### src/rtl/vga_timing_pkg.sv
// Shared types and 640x480@60 default timing for the VGA timing generator.
package vga_timing_pkg;

  typedef enum logic [1:0] {PH_SYNC, PH_BP, PH_ACT, PH_FP} phase_t;

  localparam int DEF_H_ACTIVE = 640;
  localparam int DEF_H_FP     = 16;
  localparam int DEF_H_SYNC   = 96;
  localparam int DEF_H_BP     = 48;
  localparam int DEF_V_ACTIVE = 480;
  localparam int DEF_V_FP     = 10;
  localparam int DEF_V_SYNC   = 2;
  localparam int DEF_V_BP     = 33;
  localparam int DEF_CW       = 11;

endpackage

### src/rtl/vga_axis_ctr.sv
// One timing axis: position counter, phase FSM, registered sync level and
// active-area coordinate, all advancing only when step is high.
module vga_axis_ctr
  import vga_timing_pkg::*;
#(
  parameter int ACTIVE = DEF_H_ACTIVE,
  parameter int FP     = DEF_H_FP,
  parameter int SYNC   = DEF_H_SYNC,
  parameter int BP     = DEF_H_BP,
  parameter bit POL    = 1'b0,
  parameter int CW     = DEF_CW
) (
  input  logic          clk,
  input  logic          clr,
  input  logic          step,
  output logic [CW-1:0] cnt,
  output logic [CW-1:0] coord,
  output logic          sync,
  output logic          act_nxt,
  output logic          wrap
);

  localparam int TOTAL = SYNC + BP + ACTIVE + FP;
  localparam logic [CW-1:0] SYNC_END = CW'(SYNC - 1);
  localparam logic [CW-1:0] BP_END   = CW'(SYNC + BP - 1);
  localparam logic [CW-1:0] ACT_END  = CW'(SYNC + BP + ACTIVE - 1);
  localparam logic [CW-1:0] LAST     = CW'(TOTAL - 1);
  localparam logic [CW-1:0] ACT_BASE = CW'(SYNC + BP);

  if (TOTAL > (2 ** CW) - 1 || ACTIVE <= 0 || FP <= 0 || SYNC <= 0 || BP <= 0)
  begin : g_param_check
    $error("vga_axis_ctr: zero-width phase or total does not fit in CW bits");
  end

  phase_t        phase, phase_nxt;
  logic [CW-1:0] cnt_nxt, coord_nxt;
  logic          sync_nxt;

  assign wrap = step && (cnt == LAST);

  always_ff @(posedge clk) begin
    if (clr) phase <= PH_SYNC;
    else     phase <= phase_nxt;
  end

  always_comb begin
    phase_nxt = phase;
    if (step) begin
      unique case (phase)
        PH_SYNC: if (cnt == SYNC_END) phase_nxt = PH_BP;
        PH_BP:   if (cnt == BP_END)   phase_nxt = PH_ACT;
        PH_ACT:  if (cnt == ACT_END)  phase_nxt = PH_FP;
        PH_FP:   if (cnt == LAST)     phase_nxt = PH_SYNC;
        default: phase_nxt = PH_SYNC;
      endcase
    end
  end

  // Outputs are derived from next-state values so the registered copies
  // line up with the counter in the same cycle.
  always_comb begin
    cnt_nxt = cnt;
    if (step) cnt_nxt = wrap ? '0 : cnt + CW'(1);
    sync_nxt  = (phase_nxt == PH_SYNC) ? POL : !POL;
    act_nxt   = (phase_nxt == PH_ACT);
    coord_nxt = act_nxt ? cnt_nxt - ACT_BASE : '0;
  end

  always_ff @(posedge clk) begin
    if (clr) begin
      cnt   <= '0;
      coord <= '0;
      sync  <= POL;
    end else begin
      cnt   <= cnt_nxt;
      coord <= coord_nxt;
      sync  <= sync_nxt;
    end
  end

endmodule

### src/rtl/vga_timing_gen.sv
// VGA timing generator: horizontal and vertical axis counters plus the
// registered vidon, line_start and frame_start outputs.
module vga_timing_gen
  import vga_timing_pkg::*;
#(
  parameter int H_ACTIVE = DEF_H_ACTIVE,
  parameter int H_FP     = DEF_H_FP,
  parameter int H_SYNC   = DEF_H_SYNC,
  parameter int H_BP     = DEF_H_BP,
  parameter int V_ACTIVE = DEF_V_ACTIVE,
  parameter int V_FP     = DEF_V_FP,
  parameter int V_SYNC   = DEF_V_SYNC,
  parameter int V_BP     = DEF_V_BP,
  parameter bit H_POL    = 1'b0,
  parameter bit V_POL    = 1'b0,
  parameter int CW       = DEF_CW
) (
  input  logic          clk,
  input  logic          clr,
  input  logic          pix_en,
  output logic          hsync,
  output logic          vsync,
  output logic          vidon,
  output logic [CW-1:0] hc,
  output logic [CW-1:0] vc,
  output logic [CW-1:0] px,
  output logic [CW-1:0] py,
  output logic          line_start,
  output logic          frame_start
);

  logic h_wrap, v_wrap, h_act_nxt, v_act_nxt;

  vga_axis_ctr #(
    .ACTIVE(H_ACTIVE), .FP(H_FP), .SYNC(H_SYNC), .BP(H_BP), .POL(H_POL), .CW(CW)
  ) u_h (
    .clk(clk), .clr(clr), .step(pix_en), .cnt(hc), .coord(px),
    .sync(hsync), .act_nxt(h_act_nxt), .wrap(h_wrap)
  );

  vga_axis_ctr #(
    .ACTIVE(V_ACTIVE), .FP(V_FP), .SYNC(V_SYNC), .BP(V_BP), .POL(V_POL), .CW(CW)
  ) u_v (
    .clk(clk), .clr(clr), .step(h_wrap), .cnt(vc), .coord(py),
    .sync(vsync), .act_nxt(v_act_nxt), .wrap(v_wrap)
  );

  // Strobes are set by the wrapping edge and cleared on the next clk,
  // independent of pix_en.
  always_ff @(posedge clk) begin
    if (clr) begin
      vidon       <= 1'b0;
      line_start  <= 1'b0;
      frame_start <= 1'b0;
    end else begin
      vidon       <= h_act_nxt && v_act_nxt;
      line_start  <= h_wrap;
      frame_start <= h_wrap && v_wrap;
    end
  end

endmodule

### config.mk
export PLATFORM = sky130hd
export DESIGN_NAME = vga_timing_gen
export DESIGN_NICKNAME = d
export VERILOG_FILES = /design/src/rtl/vga_timing_pkg.sv /design/src/rtl/vga_axis_ctr.sv /design/src/rtl/vga_timing_gen.sv
export SDC_FILE = /design/constraint.sdc
export NUM_CORES = 1
export LEC_CHECK = 0
export BUFFER_PORTS_ARGS = -buffer_cell sky130_fd_sc_hd__buf_2
export CAP_MARGIN = 20
export CORE_ASPECT_RATIO = 0.8
export CORE_UTILIZATION = 25
export DETAILED_ROUTE_END_ITERATION = 10
export GPL_ROUTABILITY_DRIVEN = 0
export SLEW_MARGIN = 30
export SYNTH_ARGS = -nofsm -noshare
export SYNTH_HDL_FRONTEND = slang
export SYNTH_SLANG_ARGS = --single-unit
### constraint.sdc
create_clock -name clk -period 2.33 [get_ports clk]
set_clock_uncertainty 0.15 [all_clocks]
set_input_delay 0.233 -clock clk [delete_from_list [all_inputs] [get_ports clk]]
set_output_delay 0.233 -clock clk [all_outputs]
set_load 0.01 [all_outputs]
==> impl_metrics.ini, run 1 <==
[clock_network]
clock_sinks = 53
holdBufCountCts = 0
ctsLongestPathBuffers = 2
cts_max_level = 2
clk_latency_ns = 0.29
numCtsBuffers = 5
path_clk_slew_ns = 0.07
cts_root_buf = clkbuf_16
cts_tree = built

[route]
dr.first_iter.drc_count = 122
ant_nets = 0
vias = 2832
drt-pass1-iter-count = 7
routed_wl_mm = 8.58
vias_per_cell = 4.97
drc = 0
routed_wire_length_per_instance_um = 15.1

[timing]
final-hold-violation-count = 0
slew_headroom_pct = 66.7
finalCritPeriodShare_pct = 99.6
worst_slack_ns = 0.0102
max_freq_mhz = 431
setup_viol = 0
period_needed_ns = 2.32
slew_violations = 0
rsz0062_at_grt = true
worst_pin_slew_ns = 0.495

[critical_path]
cp.required_ns = 2.40
path_class = reg -> reg
path_cells = inv_4, ha_4, and4bb_4, a31oi_4, and4_4, o32a_1, buf_4, o31ai_2, nor3b_2
cp_slowest_stage_delay_ns = 0.38
crit_fanout = 5
critPathArrivalTime_ns = 2.39
cp-start-kind = register
cp-end-kind = register
crit_slowest_cell = o32a_1

[global_routing]
grt_use_met3_pct = 3.17
antenna_found_initial = 0
grt.total_usage_pct = 14.7
grt_overflow = 0
grtUsageMet1_pct = 20.5
grt_max_degree = 18
busiest_layer = met2
use_met2_pct = 22.3
grt_pass1_wl_mm = 13.4
grt_pass1_vias = 2689

[placement]
dp_slack_ns = -0.0596
numPortBuffers = 51
hpwl_mm = 6.46

[final_layout]
layout-drive-gt1-share_pct = 42.5
syn2layout_area_growth_pct = 43.3
n_antenna_cell = 0
layout.nets = 435

[power_and_ir_drop]
p_total_w = 0.00168
power.density_nw_per_um2 = 420
vdd_drop_max_uv = 243
p_leak_nw = 1.66

[die]
ios = 52
die_area_um2 = 11600
num_rows = 34
core-area_um2 = 10900
die_y_um = 96.6
start_util_pct = 25.7
die_x_um = 120

[synthesis]
yosysWarnings = 0
syn-num-nets = 330
ys_top_cells_by_area = dfxtp_1, nor2_1, xor2_1
synth_common_cells = dfxtp_1, nor2_1, nand2_1
yosysUniqueCellTypes = 60
synthFlopType = dfxtp_1
syn-instance-count = 320
yosysTopAreaCellShare_pct = 38.0
synth.avg_cell_area_um2 = 8.73
synth_edf_count = 0
ys_seq_area_share_pct = 38.0
async_reset_ff_share_pct = 0
syn_area_um2 = 2800
synth_seq_cells = 53
yosys.area.top_type = dfxtp_1
synth_most_common_cell = dfxtp_1

[hold_path]
holdCritPathClass = in -> reg

[flow_run]
cap_violations = 0

[run_status]
status = complete, no violations
through the flow:
| step | area [um2] | hold slack [ns] | utilization, % | instances | setup TNS [ns] |
|---|---|---|---|---|---|
| 2_1_floorplan | 2870 | 0.340 | - | 320 | -0.00904 |
| 3_3_place_gp | 3590 | 0.376 | 33.0 | 552 | 0 |
| 3_5_place_dp | 3590 | 0.369 | 33.0 | 552 | -0.118 |
| 4_1_cts | 3790 | 0.124 | 34.8 | 562 | -0.0123 |
| 5_1_grt | 4010 | 0.141 | 36.8 | 570 | -0.275 |
| 6_report | 4010 | 0.136 | 36.8 | 570 | 0 |
flip-flops by register name (all words and copies together), names as in the netlist:
register	cells
frame_start	1
line_start	1
u_h.cnt	11
u_h.coord	11
u_h.phase	2
u_h.sync	1
u_v.cnt	11
u_v.coord	11
u_v.phase	2
u_v.sync	1
vidon	1
cells in the final DEF (no fill, tap or decap), types with 3 or more instances in the layout:
cell       synthesis  layout
xnor2_1            8       7
mux2i_1            4       4
o31ai_1            4       3
a21oi_1           11      10
nor3b_1            3       3
inv_1              8       6
nand3_1           13      11
nand2_1           18      18
nor3_2             3       3
nand4_1           11      11
clkbuf_16          0       5
and3_4             0       3
and4_4             0       3
ha_2               0       3
xor2_1            11      10
nor4_1             4       4
o31a_1             3       3
nor2_1            43      41
o21ai_0            7       6
dfxtp_1           53      46
and2_1             6       5
and3_1             6       3
a31oi_1           10       9
buf_2              6      51
buf_4              2      65
nor2b_1            5       5
nor3_1            13      12
dfxtp_2            0       5
path summary, 6_finish.rpt:
| kind | startpoint | end | slack, ns | cells past startpoint |
|---|---|---|---|---|
| min reg2reg | u_h.phase[0]$_SDFF_PP0_ | u_h.sync$_SDFF_PP0_ | 0.41 | 2 |
| min | clr | u_v.cnt[5]$_SDFF_PP0_ | 0.14 | 2 |
| max | u_v.cnt[1]$_SDFF_PP0_ | u_v.coord[9]$_SDFF_PP0_ | 0.01 | 9 |
| max reg2reg | u_v.cnt[1]$_SDFF_PP0_ | u_v.coord[9]$_SDFF_PP0_ | 0.01 | 9 |
logic make-up (layout without fill, tap and decap cells):
family	Yosys count	in the layout	share of synthesized area [%]
muxes	6	6	2.24
buffers and inverters	28	134	5.37
AOI/OAI and AO/OA	58	58	14.9
DFF	53	53	38.0
xor gates and xnor gates	19	19	5.95
adders and majority gates	7	7	3.13
and+or+nand+nor	149	149	30.5
where the power goes:
part | total, W | internal [W] | switching, W
Sequential | 0.000909 | 0.000906 | 0.00000284
Combinational | 0.0000372 | 0.0000144 | 0.0000228
Clock | 0.000736 | 0.000401 | 0.000335
routing by layer:
| layer | routed length (um) | share of wire [%] |
|---|---|---|
| met5 | 0 | 0 |
| met3 | 540 | 6.3 |
| met2 | 3770 | 44 |
| met4 | 85 | 0.99 |
| met1 | 4190 | 49 |
area by class of cell:
class | count | area, um2
Fill cell | 1117 | 6880
Multi-Input combinational cell | 239 | 1790
Sequential cell | 53 | 1070
Timing Repair Buffer | 118 | 774
Tap cell | 144 | 180
Clock buffer | 6 | 129
Inverter | 8 | 37.5
Clock inverter | 2 | 16.3
what timing repair did:
item / in CTS / in global routing
pin swaps: 5 / 11
gates resized for setup: 11 / 30
setup endpoints to repair: 6 / 15
buffers inserted: 2 / 8
critical path: cells and delay by family (launching register included):
| family | cells | cell delay (ns) |
|---|---|---|
| AND/OR/NAND/NOR | 3 | 0.70 |
| AO/OA/AOI/OAI | 3 | 0.65 |
| flip-flops | 1 | 0.37 |
| buffers and inverters | 2 | 0.23 |
| adder cells (fa/ha/maj) | 1 | 0.13 |
No activity file was read; power rests on OpenSTA's default activity.
==> inputs of run 2 (changes only) <==
--- a/config.mk
+++ b/config.mk
@@ -8,9 +8,10 @@
 export BUFFER_PORTS_ARGS = -buffer_cell sky130_fd_sc_hd__buf_2
 export CAP_MARGIN = 20
 export CORE_ASPECT_RATIO = 0.8
-export CORE_UTILIZATION = 25
+export CORE_UTILIZATION = 45
 export DETAILED_ROUTE_END_ITERATION = 10
 export GPL_ROUTABILITY_DRIVEN = 0
+export PLACE_DENSITY = 0.69
 export SLEW_MARGIN = 30
 export SYNTH_ARGS = -nofsm -noshare
 export SYNTH_HDL_FRONTEND = slang
==> run 2 against run 1 <==
Flip-flop and latch count unchanged. Largest power group unchanged. Clock power down 25%. Critical path type unchanged. Register-to-register slack about the same.
==> impl_metrics.ini, run 2 (synthesis results as in run 1) <==
[run_status]
status = complete, no violations

[clock_network]
clock_sinks = 53
ctsLongestPathBuffers = 2
cts_root_buf = clkbuf_8
clk_latency_ns = 0.30
cts_max_level = 2
holdBufCountCts = 0
numCtsBuffers = 5
path_clk_slew_ns = 0.10
cts_tree = built

[timing]
hold_ws_ns = 0.122
final-hold-violation-count = 0
slew_headroom_pct = 69.0
setup_viol = 0
max_freq_mhz = 433
rsz0062_at_grt = true
period_needed_ns = 2.31
setup_tns_ns = 0
finalCritPeriodShare_pct = 99.2
worst_pin_slew_ns = 0.461
slew_violations = 0

[placement]
dpl_cell_area_um2 = 3540
hpwl_mm = 6.01
numPortBuffers = 51

[die]
core-area_um2 = 5940
die_x_um = 90.1
start_util_pct = 47.0
ios = 52
num_rows = 25
die_area_um2 = 6530
die_y_um = 72.5

[hold_path]
holdCritPathClass = in -> reg

[route]
ant_nets = 0
routed_wire_length_per_instance_um = 16.7
drc = 0
vias = 2971
dr.first_iter.drc_count = 365
vias_per_cell = 5.78
routed_wl_mm = 8.57
drt-pass1-iter-count = 5

[critical_path]
critPathArrivalTime_ns = 2.37
cp-end-kind = register
cp.required_ns = 2.39
cp-start-kind = register
crit_fanout = 7
path_class = reg -> reg

[global_routing]
grt.total_usage_pct = 24.2
grt_max_degree = 17
antenna_found_initial = 0
grt_overflow = 0
grt_pass1_vias = 2598
grt_pass1_wl_mm = 12.6

[final_layout]
layout_common_cells = buf_4, buf_2, dfxtp_1, nor2_1, nand2_1
n_antenna_cell = 0
utilization_pct = 66.3
layout.nets = 442
layout-drive-gt1-share_pct = 44.1
final_common_cell = buf_4
syn2layout_area_growth_pct = 41.0
stdcell_area_um2 = 3940

[power_and_ir_drop]
pwr-share-comb_pct = 2.5
p_total_w = 0.00150
power.density_nw_per_um2 = 381
internal_power_w = 0.00116
vdd_drop_max_uv = 387
power_frac_seq_pct = 60.7
p_sw_w = 0.000337
pwr-share-clk_pct = 36.9
p_leak_nw = 1.72
switching_share_pct = 22.4

[flow_run]
cap_violations = 0
## run 2: area by class of cell
| class | count | area [um2] |
|---|---|---|
| tap | 81 | 101 |
| sequential | 53 | 1070 |
| inverter | 8 | 37.5 |
| timing repair buffer | 124 | 818 |
| clock inverter | 2 | 13.8 |
| fill | 477 | 2000 |
| multi-input combinational | 240 | 1820 |
| clock buffer | 6 | 82.6 |
## run 2: metrics by stage
step	cells	setup WS [ns]
2_1_floorplan	320	-0.00904
3_3_place_gp	493	0.0201
3_5_place_dp	493	0.00408
4_1_cts	502	0.000665
5_1_grt	514	-0.0601
6_report	514	0.0186
## run 2: worst max-delay path, stage by stage, from the launching register on
cell      delay, ns
dfxtp_2        0.37
buf_4          0.17
a211o_1        0.30
a21boi_2       0.20
mux2i_1        0.13
o32a_1         0.43
nor2b_2        0.16
mux2_4         0.30
## run 2: worst paths after layout
check / from / end / slack (ns) / cells after the start
max reg2reg: u_v.cnt[1]$_SDFF_PP0_ / u_v.coord[7]$_SDFF_PP0_ / 0.02 / 7
max: u_v.cnt[1]$_SDFF_PP0_ / u_v.coord[7]$_SDFF_PP0_ / 0.02 / 7
min reg2reg: u_h.phase[0]$_SDFF_PP0_ / u_h.sync$_SDFF_PP0_ / 0.42 / 2
min: clr / u_v.cnt[10]$_SDFF_PP0_ / 0.12 / 2
## run 2: power by group through the flow
stage	clock, W	sequential, W	combinational (W)
after global placement	0	0.000929	0.0000349
final	0.000553	0.000910	0.0000371
after floorplan	0	0.000932	0.0000182
after CTS	0.000561	0.000909	0.0000352
after detailed placement	0	0.000930	0.0000349
after global routing	0.000602	0.000910	0.0000404
## run 2: what timing repair did
item                                    in CTS  in global routing
setup buffers                                1                 11
pin swaps                                    1                 19
gates cloned                                 0                  1
gates resized for setup                      1                 46
endpoints found under the setup margin       1                 15
## run 2: routing by layer
metal | routed length [um] | track usage, % | up-vias | part of all wire (%)
li1 | - | - | 1396 | -
met1 | 3990 | 35.6 | 1419 | 47
met2 | 3850 | 36.7 | 136 | 45
met3 | 542 | 3.77 | 20 | 6.3
met4 | 186 | 6.45 | 0 | 2.2
met5 | 0 | 0 | - | 0
==> inputs of run 3 (changes only) <==
--- a/config.mk
+++ b/config.mk
@@ -8,10 +8,10 @@
 export BUFFER_PORTS_ARGS = -buffer_cell sky130_fd_sc_hd__buf_2
 export CAP_MARGIN = 20
 export CORE_ASPECT_RATIO = 0.8
-export CORE_UTILIZATION = 45
+export CORE_UTILIZATION = 50
 export DETAILED_ROUTE_END_ITERATION = 10
 export GPL_ROUTABILITY_DRIVEN = 0
-export PLACE_DENSITY = 0.69
+export PLACE_DENSITY = 0.76
 export SLEW_MARGIN = 30
 export SYNTH_ARGS = -nofsm -noshare
 export SYNTH_HDL_FRONTEND = slang
==> run 3 against run 2 <==
Critical path type unchanged. Maximum frequency is 1.1% lower. Global-route usage grew 4.5 points. Critical endpoint unchanged. Power is 3.5% higher. Final cell count is 5.1% lower. Core utilization up 8.8 points. Setup slack got worse by 0.026 ns. Hold slack improved by 0.0032 ns. Critical path depth unchanged. Largest cell class unchanged. Via count up 1.6%. The flow now finishes with violations (setup timing). First-iteration DRC count rose by 43%. Die area decreased by 9.8%. Non-clock buffer count down 6.
==> impl_metrics.ini, run 3 (synthesis results as in run 1) <==
[die]
start_util_pct = 54.0
ios = 52
die_y_um = 68.9
core-area_um2 = 5180
num_rows = 23
die_x_um = 85.6
die_area_um2 = 5900

[critical_path]
cp.required_ns = 2.38
critPathArrivalTime_ns = 2.39
crit_fanout = 4
path_class = reg -> reg
cp-start-kind = register
cp-end-kind = register

[clock_network]
cts_root_buf = clkbuf_8
ctsLongestPathBuffers = 2
path_clk_slew_ns = 0.09
cts_tree = built
numCtsBuffers = 5
cts_max_level = 2
clock_sinks = 53
clk_latency_ns = 0.30

[global_routing]
grt_pass1_wl_mm = 12.9
grt_max_degree = 16
grt_pass1_vias = 2596
antenna_found_initial = 0
grt_overflow = 0
grt.total_usage_pct = 28.6

[route]
dr.first_iter.drc_count = 522
drc = 0
vias = 3018
routed_wire_length_per_instance_um = 18.6
ant_nets = 0
routed_wl_mm = 9.06
vias_per_cell = 6.18
drt-pass1-iter-count = 5

[timing]
rsz0062_at_grt = true
slew_violations = 0
worst_pin_slew_ns = 0.460
final-hold-violation-count = 0
hold_ws_ns = 0.125
finalCritPeriodShare_pct = 100
max_freq_mhz = 428
period_needed_ns = 2.34
slew_headroom_pct = 69.3
worst_slack_ns = -0.00691
setup_viol = 1

[hold_path]
holdCritPathClass = in -> reg

[placement]
numPortBuffers = 51
hpwl_mm = 5.85
placed_cells = 468

[final_layout]
n_antenna_cell = 0
final_common_cell = buf_4
layout.nets = 435
utilization_pct = 75.0
layout_common_cells = buf_4, buf_2, dfxtp_1, nor2_1, nand2_1
stdcell_count = 488
syn2layout_area_growth_pct = 39.1
layout-drive-gt1-share_pct = 43.4

[run_status]
failed_checks = setup timing
status = finished with violations

[power_and_ir_drop]
p_total_w = 0.00155
power.density_nw_per_um2 = 399
p_leak_nw = 1.68
vdd_drop_max_uv = 317

[flow_run]
cap_violations = 0
## run 3: cell types whose count changed in the layout (fill, tap and decap cells not counted), moves of 2 or more
cell / before / now
buf_12: 0 / 2
buf_4: 70 / 63
clkbuf_16: 0 / 2
dfxtp_1: 47 / 45
dfxtp_2: 5 / 7
nor4_2: 1 / 3
o41ai_2: 0 / 2
o41ai_4: 2 / 0
xnor2_1: 8 / 6
xnor2_2: 0 / 2
## run 3: per-stage QoR
step | instance area, um2 | TNS (ns) | setup slack [ns]
global placement | 3490 | 0 | 0.0146
finish | 3890 | -0.00691 | -0.00691
detailed placement | 3490 | -0.0636 | -0.0303
CTS | 3620 | -0.00692 | -0.00692
global route | 3890 | -0.267 | -0.0593
floorplan | 2870 | -0.00904 | -0.00904
## run 3: what timing repair did
item | 4_1_cts | 5_1_grt
pin swaps | 0 | 16
gates resized for setup | 4 | 38
setup buffers | 0 | 11
setup endpoints to repair | 4 | 17
gates cloned | 0 | 1
hold buffers | 0 | 0
## run 3: layout make-up
class	count	area, um2
multi-input combinational	239	1780
fill	352	1290
sequential	53	1070
timing repair buffer	118	805
clock buffer	8	111
tap	62	77.6
inverter	8	37.5
## run 3: layer usage
metal	wire, um	track usage (%)
met5	0	0
met4	289	10.0
met3	866	6.55
met2	3980	44.3
met1	3920	39.5
## run 3: worst paths after layout
check        depth (start not counted)                    start  slack [ns]                       to
min reg2reg                          2  u_h.phase[0]$_SDFF_PP0_        0.43  u_h.phase[1]$_SDFF_PP0_
min                                  2                      clr        0.12  u_v.phase[0]$_SDFF_PP0_
max reg2reg                          7    u_v.cnt[1]$_SDFF_PP0_      -0.007  u_v.coord[7]$_SDFF_PP0_
max                                  7    u_v.cnt[1]$_SDFF_PP0_      -0.007  u_v.coord[7]$_SDFF_PP0_
## run 3: power by group
| group | internal (W) | switching, W | total, W |
|---|---|---|---|
| logic | 0.0000131 | 0.0000235 | 0.0000366 |
| registers | 0.000907 | 0.00000294 | 0.000910 |
| clock network | 0.000308 | 0.000298 | 0.000605 |
## run 3: worst max-delay path, cell delays in order, from the launching register on
cell and delay (ns):
dfxtp_2 0.41, ha_2 0.26, and3_1 0.24, and4_4 0.27, mux2i_2 0.09, o32a_1 0.34
nor2b_1 0.14, mux2_2 0.34
